File: src/rtl/param_multdiv.sv
// param_multdiv: sequential signed multiplier / divider, one bit per clock.
//
// A start strobe latches both operands and the mode. The unit then runs
// WIDTH iteration cycles on operand magnitudes (shift-add for multiply,
// restoring division for divide). A single FIX cycle applies the sign and
// computes the exception, and the unit presents the result with a one-cycle
// ready pulse.
//
// Ports:
//   clock           rising-edge clock
//   reset           asynchronous active-high reset, returns to IDLE
//   data_operandA   multiplicand / dividend (signed, WIDTH bits)
//   data_operandB   multiplier / divisor (signed, WIDTH bits)
//   ctrl_MULT       start-multiply strobe
//   ctrl_DIV        start-divide strobe
//   data_result     product low bits or quotient (held until the next FIX)
//   data_exception  overflow / divide-by-zero flag, valid with data_result
//   data_resultRDY  one-cycle result-valid pulse
//   busy            high during RUN and FIX
module param_multdiv #(
  parameter int WIDTH = 32
) (
  input  logic             clock,
  input  logic             reset,
  input  logic [WIDTH-1:0] data_operandA,
  input  logic [WIDTH-1:0] data_operandB,
  input  logic             ctrl_MULT,
  input  logic             ctrl_DIV,
  output logic [WIDTH-1:0] data_result,
  output logic             data_exception,
  output logic             data_resultRDY,
  output logic             busy
);

  localparam int CW = $clog2(WIDTH);
  localparam logic [CW-1:0] CNT_LAST = CW'(WIDTH - 1);
  localparam logic [CW-1:0] CNT_ONE  = {{(CW-1){1'b0}}, 1'b1};

  typedef enum logic [1:0] {IDLE = 2'd0, RUN = 2'd1, FIX = 2'd2, DONE = 2'd3} state_t;

  state_t             state_q;
  logic [CW-1:0]      count_q;
  logic               div_q;     // latched mode: 1 = divide
  logic               neg_q;     // operand signs differ
  logic               bzero_q;   // divisor was zero
  logic [2*WIDTH-1:0] acc_q;     // product magnitude accumulator
  logic [2*WIDTH-1:0] mcand_q;   // multiplicand magnitude, shifted left each step
  logic [WIDTH-1:0]   quo_q;     // mult: multiplier shifting right; div: dividend in, quotient out
  logic [WIDTH-1:0]   opb_q;     // divisor magnitude
  logic [WIDTH-1:0]   rem_q;     // partial remainder (always below the divisor)
  logic [WIDTH-1:0]   result_q;
  logic               exc_q;
  logic               rdy_q;
  logic               busy_q;

  logic               start_s;
  logic [WIDTH:0]     shifted_d;
  logic               ge_d;
  logic [WIDTH-1:0]   rem_sub_d;
  logic [2*WIDTH-1:0] prod_d;
  logic [WIDTH-1:0]   quo_signed_d;
  logic [WIDTH-1:0]   result_d;
  logic               exc_d;

  // Unsigned magnitude. An unsigned WIDTH-bit value holds 2^(WIDTH-1), so the
  // most negative operand needs no special case here.
  function automatic logic [WIDTH-1:0] mag(input logic [WIDTH-1:0] v);
    return v[WIDTH-1] ? ({WIDTH{1'b0}} - v) : v;
  endfunction

  assign start_s = ctrl_MULT ^ ctrl_DIV;

  // Restoring-division step and FIX-cycle sign/exception evaluation.
  always_comb begin
    shifted_d    = {rem_q, quo_q[WIDTH-1]};
    ge_d         = (shifted_d >= {1'b0, opb_q});
    // The true difference is below the divisor, so the low WIDTH bits are exact.
    rem_sub_d    = shifted_d[WIDTH-1:0] - opb_q;
    prod_d       = neg_q ? ({(2*WIDTH){1'b0}} - acc_q) : acc_q;
    quo_signed_d = neg_q ? ({WIDTH{1'b0}} - quo_q) : quo_q;
    result_d     = {WIDTH{1'b0}};
    exc_d        = 1'b0;
    if (!div_q) begin
      result_d = prod_d[WIDTH-1:0];
      // Representable only if the top WIDTH+1 bits are pure sign extension.
      exc_d    = ~((&prod_d[2*WIDTH-1:WIDTH-1]) | ~(|prod_d[2*WIDTH-1:WIDTH-1]));
    end else if (bzero_q) begin
      result_d = {WIDTH{1'b0}};
      exc_d    = 1'b1;
    end else begin
      result_d = quo_signed_d;
      // Only a positive quotient of 2^(WIDTH-1) (MIN / -1) overflows.
      exc_d    = quo_q[WIDTH-1] & ~neg_q;
    end
  end

  // Control FSM, datapath iteration and registered outputs.
  always_ff @(posedge clock or posedge reset) begin
    if (reset) begin
      state_q  <= IDLE;
      count_q  <= {CW{1'b0}};
      div_q    <= 1'b0;
      neg_q    <= 1'b0;
      bzero_q  <= 1'b0;
      acc_q    <= {(2*WIDTH){1'b0}};
      mcand_q  <= {(2*WIDTH){1'b0}};
      quo_q    <= {WIDTH{1'b0}};
      opb_q    <= {WIDTH{1'b0}};
      rem_q    <= {WIDTH{1'b0}};
      result_q <= {WIDTH{1'b0}};
      exc_q    <= 1'b0;
      rdy_q    <= 1'b0;
      busy_q   <= 1'b0;
    end else begin
      case (state_q)
        IDLE, DONE: begin
          rdy_q <= 1'b0;
          if (start_s) begin
            div_q   <= ctrl_DIV;
            neg_q   <= data_operandA[WIDTH-1] ^ data_operandB[WIDTH-1];
            bzero_q <= (data_operandB == {WIDTH{1'b0}});
            acc_q   <= {(2*WIDTH){1'b0}};
            mcand_q <= {{WIDTH{1'b0}}, mag(data_operandA)};
            quo_q   <= ctrl_DIV ? mag(data_operandA) : mag(data_operandB);
            opb_q   <= mag(data_operandB);
            rem_q   <= {WIDTH{1'b0}};
            count_q <= {CW{1'b0}};
            busy_q  <= 1'b1;
            state_q <= RUN;
          end else begin
            busy_q  <= 1'b0;
            state_q <= IDLE;
          end
        end
        RUN: begin
          count_q <= count_q + CNT_ONE;
          if (!div_q) begin
            if (quo_q[0]) begin
              acc_q <= acc_q + mcand_q;
            end else begin
              acc_q <= acc_q;
            end
            mcand_q <= {mcand_q[2*WIDTH-2:0], 1'b0};
            quo_q   <= {1'b0, quo_q[WIDTH-1:1]};
          end else begin
            rem_q <= ge_d ? rem_sub_d : shifted_d[WIDTH-1:0];
            quo_q <= {quo_q[WIDTH-2:0], ge_d};
          end
          if (count_q == CNT_LAST) begin
            state_q <= FIX;
          end else begin
            state_q <= RUN;
          end
        end
        FIX: begin
          result_q <= result_d;
          exc_q    <= exc_d;
          rdy_q    <= 1'b1;
          busy_q   <= 1'b0;
          state_q  <= DONE;
        end
        default: begin
          rdy_q   <= 1'b0;
          busy_q  <= 1'b0;
          state_q <= IDLE;
        end
      endcase
    end
  end

  assign data_result    = result_q;
  assign data_exception = exc_q;
  assign data_resultRDY = rdy_q;
  assign busy           = busy_q;

endmodule

File: config.mk
export PLATFORM = sky130hd
export DESIGN_NAME = param_multdiv
export DESIGN_NICKNAME = d
export VERILOG_FILES = /design/src/rtl/param_multdiv.sv
export SDC_FILE = /design/constraint.sdc
export NUM_CORES = 1
export LEC_CHECK = 0
export ABC_AREA = 1
export BUFFER_PORTS_ARGS = -buffer_cell sky130_fd_sc_hd__buf_2
export CORE_AREA = 2 2 237 239
export DETAILED_ROUTE_END_ITERATION = 7
export DIE_AREA = 0 0 239 241
export GPL_ROUTABILITY_DRIVEN = 0
export HOLD_SLACK_MARGIN = 0.03
export PLACE_DENSITY = 0.67
export SYNTH_ARGS = -nofsm -noshare
export SYNTH_HDL_FRONTEND = slang
export SYNTH_SLANG_ARGS = --single-unit
File: constraint.sdc
create_clock -name clock -period 26.5 [get_ports clock]
set_clock_uncertainty 0.2 [all_clocks]
set_input_delay 2.65 -clock clock [delete_from_list [all_inputs] [get_ports clock]]
set_output_delay 2.65 -clock clock [all_outputs]
set_load 0.01 [all_outputs]
==> reports/metrics.yaml <==
outcome:
  status: "completed"
job:
  max-cap-violations: 0
die:
  pin_count: 103
  initial_core_util_pct: 41.8
  die_h_um: 241
  core_area_um2: 54900
  rows: 86
  die_area_um2: 57600
  die_w_um: 239
synthesis:
  synth_seq_area_share_pct: 29.3
  synth_ff_type: "dfrtp_1"
  ys_seq_elements: 269
  syn-num-nets: 3688
  yosysWarningCount: 0
  synth_top_cell_by_area: "dfrtp_1"
  yosysUniqueCellTypes: 68
  syn_inst: 3514
  synth_area_per_cell_um2: 6.53
  synth_area_um2: 22900
  synthArstFlopShare_pct: 100
  synthTopCellsByArea: "dfrtp_1 29%, nand2_1 13%, nor2_1 7.7%"
  synth_top_area_share_pct: 29.3
  synth_edf_count: 0
critical_path:
  start_kind: "input port"
  critical_path.slowest_cell: "nor2_8"
  crit_chain: "buf_2 > inv_2 > or2_1 > nand2_2 > nand2_4 > nand2_4 > nand2_4 > nor2_8 > inv_2 > a21oi_1 > o21ai_0 > o21ai_0"
  required_ps: 26790
  critPathBufInv: 3
  path_class: "in2reg"
  crit_top_cell: "nand2_4"
  arrival_ps: 6590
  end_kind: "flip-flop"
  critPathMaxStageDelay_ps: 660
  crit_family: "simple AND/OR/NAND/NOR gates"
  critPathMaxFanout: 46
sta:
  maxSlewHeadroom_pct: 26.3
  fin_setup_tns_ps: 0
  max_freq_mhz: 159
  hold_viol: 0
  tightest_slew_ps: 1100
  holdWs_ps: 289
  report.final.slew_viol_count: 0
  setup_viol: 0
  post-route-period-util_pct: 23.8
  timing.final.ws_setup_ps: 20200
  rsz0062_at_grt: "false"
  min_period_ps: 6300
placed_design:
  placed_cell_area_um2: 24000
  dpl.hpwl_mm: 65.4
  portBuffers: 102
  place_ws_ps: 19800
routing:
  avgViaCountPerCell: 5.75
  dr.pass1.iters: 8
  vias: 24654
  wirelength_mm: 83.7
  detail_route.wl_per_cell_um: 19.5
  ant_nets: 0
  first_iter_violations: 2928
  post-route-drc-count: 0
global_routing:
  first_global_vias: 22111
  grt_max_degree: 123
  grtUsageTotal_pct: 28.6
  grt_pass1_wl_mm: 128
  antenna_found_initial: 0
  grt-ovfl-total: 0
clocking:
  cts.sinks: 269
  cts_root_buf: "clkbuf_16"
  cts_max_level: 2
  cts_tree: "yes"
  cts_inserted_buffers: 35
  cts_resized: 0
  clk_latency_ps: 580
  clockBufferDepth: 3
  clk_pin_slew_ps: 60
  postCtsSetupBuffers: 0
  cts_hold_buffers: 0
power_and_ir_drop:
  p_per_area_nw_per_um2: 115
  p_leak_nw: 12.0
  max-vdd-ir-drop_mv: 0.0647
finish:
  nets: 3735
  utilization_pct: 45.7
  finalInstanceArea_um2: 25100
  antenna_cells: 0
  syn2layout_area_growth_pct: 9.45
  drive_gt1_share_pct: 7.95
worst_hold_path:
  hold_path.class: "reg2reg"
path summary, 6_finish.rpt:
kind / start / slack, ps / to / depth (start not counted)
setup / recovery: ctrl_DIV / 20200 / acc_q[32]$_DFFE_PP0P_ / 12
min in group asynchronous: reset / 2040 / mcand_q[17]$_DFFE_PP0P_ / 2
hold / removal: busy$_DFFE_PP0P_ / 290 / busy$_DFFE_PP0P_ / 2
hold reg to reg: busy$_DFFE_PP0P_ / 290 / busy$_DFFE_PP0P_ / 2
max in group asynchronous: reset / 22310 / neg_q$_DFFE_PP0P_ / 3
setup reg to reg: state_q[1]$_DFF_PP0_ / 22350 / acc_q[32]$_DFFE_PP0P_ / 11
synthesized netlist by cell type (all sizes together), types with 14 or more instances:
cell	number
inv	451
dfrtp	269
or2	14
xor2	60
nor2	490
nand3	207
nand2	818
o211ai	21
clkbuf	53
a21oi	244
o221ai	23
a21o	14
nor3	37
xnor2	25
ha	104
o21ai	341
nor4	19
nand4	52
o22ai	78
a31oi	59
buf	53
o21bai	17
layout make-up:
cell class,instances,area (um^2)
Clock buffer,46,987
Tap cell,704,881
Timing Repair Buffer,116,616
Clock inverter,13,164
Sequential cell,269,6740
Inverter,453,1710
Multi-Input combinational cell,2686,14000
Fill cell,5764,29800
through the flow:
stage | power, W | std cells
finish | 0.00288 | 4287
global route | 0.00309 | 4287
CTS | 0.00282 | 4287
detailed placement | 0.00233 | 4228
global placement | 0.00232 | 4228
floorplan | 0.00187 | 3514
power by group:
| part | switching, W | leakage, nW | internal, W |
|---|---|---|---|
| clock network | 0.000206 | 0.562 | 0.000284 |
| registers | 0.000146 | 3.57 | 0.000518 |
| logic | 0.00121 | 7.86 | 0.000512 |
| total | 0.00156 | 12.0 | 0.00131 |
tightest hold or removal path: cells and delay by family (launching register included):
family          cells  cell delay, ps
simple gates        1              50
flops               1             340
compound gates      1              60
registers in the layout, summed over array words and instances (netlist names), 2 cells and up:
| register | count |
|---|---|
| data_result | 32 |
| state_q | 2 |
| mcand_q | 64 |
| acc_q | 64 |
| quo_q | 32 |
| count_q | 5 |
| opb_q | 32 |
| rem_q | 32 |
cell usage in the layout (no fill, tap or decap), types with 16 or more instances in the layout:
| cell | n |
|---|---|
| nand2_1 | 799 |
| nor4_1 | 19 |
| nor3_1 | 28 |
| o221ai_1 | 23 |
| o21ai_1 | 34 |
| nand4_1 | 52 |
| dfrtp_1 | 268 |
| buf_2 | 102 |
| inv_1 | 430 |
| o22ai_1 | 78 |
| o21bai_1 | 16 |
| a31oi_1 | 59 |
| clkbuf_16 | 35 |
| inv_2 | 19 |
| xnor2_1 | 25 |
| a21oi_1 | 237 |
| o21ai_0 | 294 |
| o211ai_1 | 21 |
| nand3_1 | 199 |
| ha_1 | 102 |
| nor2_1 | 471 |
| xor2_1 | 60 |
per-layer routing:
metal  global-route usage [%]  wire (um)  share of wire (%)  vias to the layer above
met5                        0          0                  0                        -
met4                     13.0       4420                5.3                        0
met3                     3.99       7940                9.5                      224
met2                     43.6      35100                 42                     1325
met1                     40.3      36200                 43                    11248
li1                         -          -                  -                    11857
cell families after synthesis:
| kind of cell | synth area share, % |
|---|---|
| xor gates and xnor gates | 3.25 |
| muxes | 0.0873 |
| DFF | 29.3 |
| AOI/OAI and AO/OA | 21.4 |
| adders and majority gates | 5.85 |
| buffers and inverters | 9.60 |
| and+or+nand+nor | 30.5 |
(Power assumes the default switching activity.)
